===== src/rtl/alu_seq_pkg.sv =====
// alu_seq_pkg: shared ALU select codes and sequencer state encoding
package alu_seq_pkg;
    localparam logic [2:0] OP_ADD2  = 3'b000;
    localparam logic [2:0] OP_SUB2  = 3'b001;
    localparam logic [2:0] OP_ADD1  = 3'b010;
    localparam logic [2:0] OP_SUB1  = 3'b011;
    localparam logic [2:0] OP_ADDSM = 3'b100;
    localparam logic [2:0] OP_SUBSM = 3'b101;
    localparam logic [2:0] OP_AND   = 3'b110;
    localparam logic [2:0] OP_OR    = 3'b111;
    typedef enum logic [1:0] {IDLE, WAIT, RESP} state_t;
endpackage


===== src/rtl/alu_ovf_detect.sv =====
// alu_ovf_detect: combinational per-format overflow flag for the 8-bit multi-format ALU
module alu_ovf_detect
    import alu_seq_pkg::*;
(
    input  logic [7:0] i_a,
    input  logic [7:0] i_b,
    input  logic [7:0] i_r,
    input  logic [2:0] i_sel,
    output logic       o_ovf
);
    logic       w_bs;
    logic [7:0] w_mag;
    // 2's/1's formats use sign rules; sign-magnitude overflows only when like signs carry out of the magnitude
    always_comb begin
        w_bs  = (i_sel == OP_SUBSM) ? ~i_b[7] : i_b[7];
        w_mag = {1'b0, i_a[6:0]} + {1'b0, i_b[6:0]};
        o_ovf = (i_sel == OP_ADD2 || i_sel == OP_ADD1)   ? (i_a[7] == i_b[7] && i_r[7] != i_a[7]) :
                (i_sel == OP_SUB2 || i_sel == OP_SUB1)   ? (i_a[7] != i_b[7] && i_r[7] != i_a[7]) :
                (i_sel == OP_ADDSM || i_sel == OP_SUBSM) ? (i_a[7] == w_bs && w_mag[7]) : 1'b0;
    end
endmodule


===== src/rtl/alu_cmd_sequencer.sv =====
// alu_cmd_sequencer: handshake-driven command/response sequencer for the combinational ALU; ALU_SEQ_OVF_FLAG_EN enables rsp_ovf
module alu_cmd_sequencer
    import alu_seq_pkg::*;
#(
    parameter int WIDTH         = 8,
    parameter int SETTLE_CYCLES = 1,
    parameter int CNT_W         = 16
)(
    input  logic             clk,
    input  logic             rst,
    input  logic             cmd_valid,
    output logic             cmd_ready,
    input  logic [2:0]       cmd_sel,
    input  logic [WIDTH-1:0] cmd_opa,
    input  logic [WIDTH-1:0] cmd_opb,
    output logic [WIDTH-1:0] alu_opa,
    output logic [WIDTH-1:0] alu_opb,
    output logic [2:0]       alu_sel,
    input  logic [WIDTH-1:0] alu_res,
    output logic             rsp_valid,
    input  logic             rsp_ready,
    output logic [WIDTH-1:0] rsp_res,
    output logic [2:0]       rsp_sel,
    output logic             rsp_ovf,
    output logic             busy,
    output logic [CNT_W-1:0] op_count
);
    localparam int SW = (SETTLE_CYCLES > 2) ? $clog2(SETTLE_CYCLES) : 1;
    if (SETTLE_CYCLES < 1) begin : g_bad_settle
        $error("SETTLE_CYCLES must be >= 1");
    end
    if (WIDTH != 8) begin : g_bad_width
        $error("only WIDTH=8 is supported");
    end
    state_t           r_state;
    logic [SW-1:0]    r_cnt;
    logic [WIDTH-1:0] r_alu_opa;
    logic [WIDTH-1:0] r_alu_opb;
    logic [2:0]       r_alu_sel;
    logic             r_rsp_valid;
    logic [WIDTH-1:0] r_rsp_res;
    logic [2:0]       r_rsp_sel;
    logic             r_rsp_ovf;
    logic             r_cmd_ready;
    logic             r_busy;
    logic [CNT_W-1:0] r_op_count;
    logic             w_ovf;
`ifdef ALU_SEQ_OVF_FLAG_EN
    alu_ovf_detect u_ovf (
        .i_a   (r_alu_opa),
        .i_b   (r_alu_opb),
        .i_r   (alu_res),
        .i_sel (r_alu_sel),
        .o_ovf (w_ovf)
    );
`else
    assign w_ovf = 1'b0;
`endif
    // IDLE -> WAIT on accept, WAIT counts down the settle interval then captures, RESP holds until consumed
    always_ff @(posedge clk) begin
        if (rst) begin
            r_state     <= IDLE;
            r_cnt       <= '0;
            r_alu_opa   <= '0;
            r_alu_opb   <= '0;
            r_alu_sel   <= '0;
            r_rsp_valid <= 1'b0;
            r_rsp_res   <= '0;
            r_rsp_sel   <= '0;
            r_rsp_ovf   <= 1'b0;
            r_cmd_ready <= 1'b1;
            r_busy      <= 1'b0;
            r_op_count  <= '0;
        end else begin
            case (r_state)
                IDLE: if (cmd_valid) begin
                    r_alu_opa   <= cmd_opa;
                    r_alu_opb   <= cmd_opb;
                    r_alu_sel   <= cmd_sel;
                    r_cnt       <= SW'(SETTLE_CYCLES - 1);
                    r_cmd_ready <= 1'b0;
                    r_busy      <= 1'b1;
                    r_state     <= WAIT;
                end
                WAIT: if (r_cnt == '0) begin
                    r_rsp_res   <= alu_res;
                    r_rsp_sel   <= r_alu_sel;
                    r_rsp_ovf   <= w_ovf;
                    r_rsp_valid <= 1'b1;
                    r_state     <= RESP;
                end else begin
                    r_cnt <= r_cnt - 1'b1;
                end
                RESP: if (rsp_ready) begin
                    r_rsp_valid <= 1'b0;
                    r_op_count  <= r_op_count + 1'b1;
                    r_cmd_ready <= 1'b1;
                    r_busy      <= 1'b0;
                    r_state     <= IDLE;
                end
                default: r_state <= IDLE;
            endcase
        end
    end
    assign cmd_ready = r_cmd_ready;
    assign busy      = r_busy;
    assign alu_opa   = r_alu_opa;
    assign alu_opb   = r_alu_opb;
    assign alu_sel   = r_alu_sel;
    assign rsp_valid = r_rsp_valid;
    assign rsp_res   = r_rsp_res;
    assign rsp_sel   = r_rsp_sel;
    assign rsp_ovf   = r_rsp_ovf;
    assign op_count  = r_op_count;
endmodule


===== config.mk =====
export PLATFORM = sky130hd
export DESIGN_NAME = alu_cmd_sequencer
export DESIGN_NICKNAME = d
export VERILOG_FILES = /design/src/rtl/alu_seq_pkg.sv /design/src/rtl/alu_ovf_detect.sv /design/src/rtl/alu_cmd_sequencer.sv
export SDC_FILE = /design/constraint.sdc
export NUM_CORES = 1
export LEC_CHECK = 0
export CAP_MARGIN = 40
export CORE_ASPECT_RATIO = 1.25
export CORE_MARGIN = 2
export CORE_UTILIZATION = 38
export CTS_CLUSTER_DIAMETER = 60
export DETAILED_ROUTE_END_ITERATION = 8
export GPL_TIMING_DRIVEN = 0
export PLACE_DENSITY = 0.74
export SYNTH_ARGS = -nofsm -noshare
export SYNTH_HDL_FRONTEND = slang
export SYNTH_HIERARCHICAL = 1
export SYNTH_SLANG_ARGS = --single-unit
export TNS_END_PERCENT = 20

===== constraint.sdc =====
create_clock -name clk -period 1.3 [get_ports clk]
set_clock_uncertainty 0.05 [all_clocks]
set_input_delay 0.26 -clock clk [delete_from_list [all_inputs] [get_ports clk]]
set_output_delay 0.26 -clock clk [all_outputs]
set_load 0.005 [all_outputs]

* After elaboration in Yosys (flattened, before gate mapping)
Index checks and enable logic that the tools add are counted.
** Operators by class
- Muxes and demuxes :: 14
- Eq/ne operators :: 5
- Reduce and logical (&&, ||, !) cells :: 11
- Add/sub/neg operators :: 2
- Bitwise gates (word level) :: 1
** Operator list (number)
- $add 16x1->16 const B :: 1
- $reduce_and 3->1 :: 3
- $pmux 1 s2 :: 4
- $reduce_and 2->1 :: 4
- $mux 1 :: 6
- $mux 2 :: 3
- $ne 2x2->1 const B :: 3
- $pmux 2 s3 :: 1
- $reduce_bool 2->1 :: 3
- $eq 2x1->1 const B :: 1
- $eq 2x2->1 const B :: 1
- $logic_not 2->1 :: 1
- $not 1->1 :: 1
- $sub 1x1->1 const B :: 1
** Word-level totals
- Bits of input ports :: 31
- Flip-flop bits (word level) :: 52
- Output and inout port bits :: 50
- Word-level logic and storage cells :: 44

* Logic depth before layout (Yosys ltp)
- Depth in word-level cells :: 3
- Depth in mapped cells :: 6
- Gate-level depth less buffers :: 5

* Worst setup path before layout
No wires, ideal clock.
- Kind :: register to register
- Start point :: register r_op_count[7], in the netlist op_count[7]
- End point :: register r_op_count[15], in the netlist op_count[15]
- Arrival :: 1.316 ns
- Clock period less this slack :: 1.489 ns
- Buffers on the path :: 0
- Path slack :: -0.189 ns
- Setup time :: 0.123 ns
- Required time :: 1.127 ns
- Cell stages (with the launch flop) :: 5
- Path through :: dfxtp_1 -> nand4_1 -> nor4_4 -> nand3_1 -> mux2_1
** On the way
- Word-level cells in the longest chain between the ends :: 1
** RTL lines
- start: declaration :: line alu_cmd_sequencer.sv:46 : logic [CNT_W-1:0] r_op_count;
- start signal: assignment :: line alu_cmd_sequencer.sv:96 : r_op_count <= r_op_count + 1'b1;
- $add 16x1->16 :: line alu_cmd_sequencer.sv:96
Every way passes these cells.
A chain may end at the register's enable or synchronous reset.

* Worst setup path in the final report
- Start point :: register r_op_count[2], in the netlist op_count[2]
- End point :: register r_op_count[4], in the netlist op_count[4]
The elaborated chain is that of the path after synthesis.

==> metrics <==
area of the multi-input gates=997.2 µm²; Post-Syn Nets=268; Final Hold Fails=0; Pleak=1.522 nW; M3 GR Usage=0.03351; Avg Inst Size Synth=8.329 µm²; final setup fails=14; Overflow after GRT=0; layout cell share with drive strength beyond 1=0.2795; I/O Pins=81; Synth Register Bits=51; H-tree depth=2; cts bufs inserted=5; setup TNS=-2.057 ns; most frequent cells in the layout=nand2_1, dlygate4sd2_1, a21oi_1; Vias per Instance=4.856; via count=1986; Ant. Diodes=0; Final Core Density=0.6492; worst-skew pair later-pin latency=0.30 ns; CTS tree=yes; status=complete, but fails checks; Pre-Repair DR Iteration Count=4; failing checks=setup timing; WP data arrival=1.73 ns; peak supply drop=693.7 µV; Detail Placement HPWL=3.515 mm; Startpoint Class=register; initial drt markers=83; global-route wire length before repair=8.645 mm; Slew Viols, Final=0; ANT nets after route=0; Mapped Cells=236; # hold bufs at CTS=0; Netlist cell types=33; Fillers=454; RSZ-0062 raised after global routing=yes; Critical Path Fanout Max=10; Highest Clock Rate=642.6 MHz; sequential area share after synthesis=0.5194; worst path required time=1.47 ns; Final period util=1.197; final net count=378; clock period minus worst slack=1.556 ns; DRC violations left=0; Buffers on Ports=78; GR Util met1=0.2347; Initial Util=0.3897; core area=5044 µm²; average wire per standard cell=13.40 µm; Die H=84.41 µm; Post-Syn Area=1966 µm²; pin count of the biggest net entering global routing=17; max_cap viols=0; WL final=5.482 mm; Clock transition at path regs=0.09 ns; final RePlAce weighted congestion=0.7585; area grow syn2layout=66.58%; PnR worst setup slack=-0.2561 ns; Sink Count=51; Tightest Hold Check Type=reg -> reg; CP Class=reg -> reg; Clock Root Buffer=clkbuf_8; Die X=68.33 µm; M2 GR Usage=0.3336; vias in the first global route=1904; Sequential cell area=1086 µm²; most common cell after layout, fill and taps aside=nand2_1; antenna violations before repair=0; pwr dens=952.3 nW/µm²; row cnt=29; CTS Buffer Depth=2; Ys Warns=6; die footprint=5768 µm²; grt peak-use layer=met2; global-route usage over all layers=0.1961; CP endpoint kind=register
## path summary, 6_finish.rpt
| path | startpoint | endpoint | slack (ns) | cells after the start |
|---|---|---|---|---|
| max | op_count[2] | op_count[4] | -0.26 | 6 |
| min | alu_opb[6] | alu_opb[6] | 0.40 | 2 |
| max reg2reg | op_count[2] | op_count[4] | -0.26 | 6 |
| min reg2reg | alu_opb[6] | alu_opb[6] | 0.40 | 2 |
## Yosys cell counts (all sizes together)
master,instances,area [µm²]
nand4,3,18.77
nand2b,1,6.260
mux2,3,33.78
inv,1,3.750
ha,1,12.51
or3b,1,8.760
nand3,6,30.03
a211o,1,8.760
and3,1,6.260
o21ai,3,15.01
and3b,1,8.760
xnor2,8,70.07
nor2,15,56.30
a21oi,37,185.2
dfxtp,51,1021
buf,6,36.29
nand4b,1,23.77
nand3b,1,7.510
nand2,69,259.0
clkbuf,8,30.03
or3,3,18.77
nor3,4,20.02
conb,1,3.750
nor2b,3,18.77
and2,1,6.260
and2b,1,7.510
nor4,4,40.04
xor2,1,8.760
## report_power, final
part	total, mW	switching (mW)	internal, mW
Clock	1.10	0.524	0.573
Sequential	1.65	0.0357	1.61
Combinational	0.370	0.168	0.203
## per-stage QoR
stage               worst slack, ns  hold slack [ns]  instance area [µm²]  power, mW  cells
floorplan                   -0.1351           0.3460                 1989      1.851    236
global placement            -0.6673           0.3912                 2848      2.099    376
detailed placement          -0.6684           0.3965                 2848      2.106    376
CTS                         -0.2192           0.3589                 3151      3.157    400
global route                -0.3330           0.4259                 3274      3.264    409
finish                      -0.2561           0.4047                 3274      3.118    409
## layout make-up
| type | instances | area share |
|---|---|---|
| clock buffers | 5 | 0.02102 |
| well taps | 62 | 0.02369 |
| plain buffers | 14 | 0.02560 |
| flip-flops and latches | 51 | 0.3317 |
| clock inverters | 3 | 0.01337 |
| multi-input cells | 170 | 0.3045 |
| inverters | 1 | 0.001146 |
| repair buffers | 103 | 0.2789 |
## metal layers
| metal | vias to the layer above | share of wire |
|---|---|---|
| met4 | 0 | 0.022 |
| met3 | 12 | 0.043 |
| met1 | 930 | 0.40 |
| met2 | 49 | 0.53 |
| met5 | - | 0 |
| li1 | 995 | - |
## timing repair
item                                    CTS  global route
resized for setup                       103            14
endpoints found under the setup margin   90            36
pin swaps                                 6            15
buffers inserted                         16            10
## worst max-delay path, stage by stage (launching register included)
cell      delay [ns]
dfxtp_4         0.36
buf_6           0.10
nand4b_4        0.11
buf_4           0.17
buf_6           0.15
or3_4           0.38
a21oi_2         0.17
## logic make-up after synthesis
family / synth area share
AOI/OAI and AO/OA: 0.1063
xor gates and xnor gates: 0.04010
adders and majority gates: 0.006364
buffers and inverters: 0.03565
DFF: 0.5194
muxes: 0.01719
other: 0.001908
and+or+nand+nor: 0.2731
## sequential cells by signal, summed over array words and instances, names as in the netlist
signal	count
alu_opa	8
alu_opb	8
alu_sel	3
busy	1
cmd_ready	1
op_count	16
r_state	2
rsp_res	8
rsp_sel	3
rsp_valid	1
Note: power is estimated with default switching activity, not from simulation.
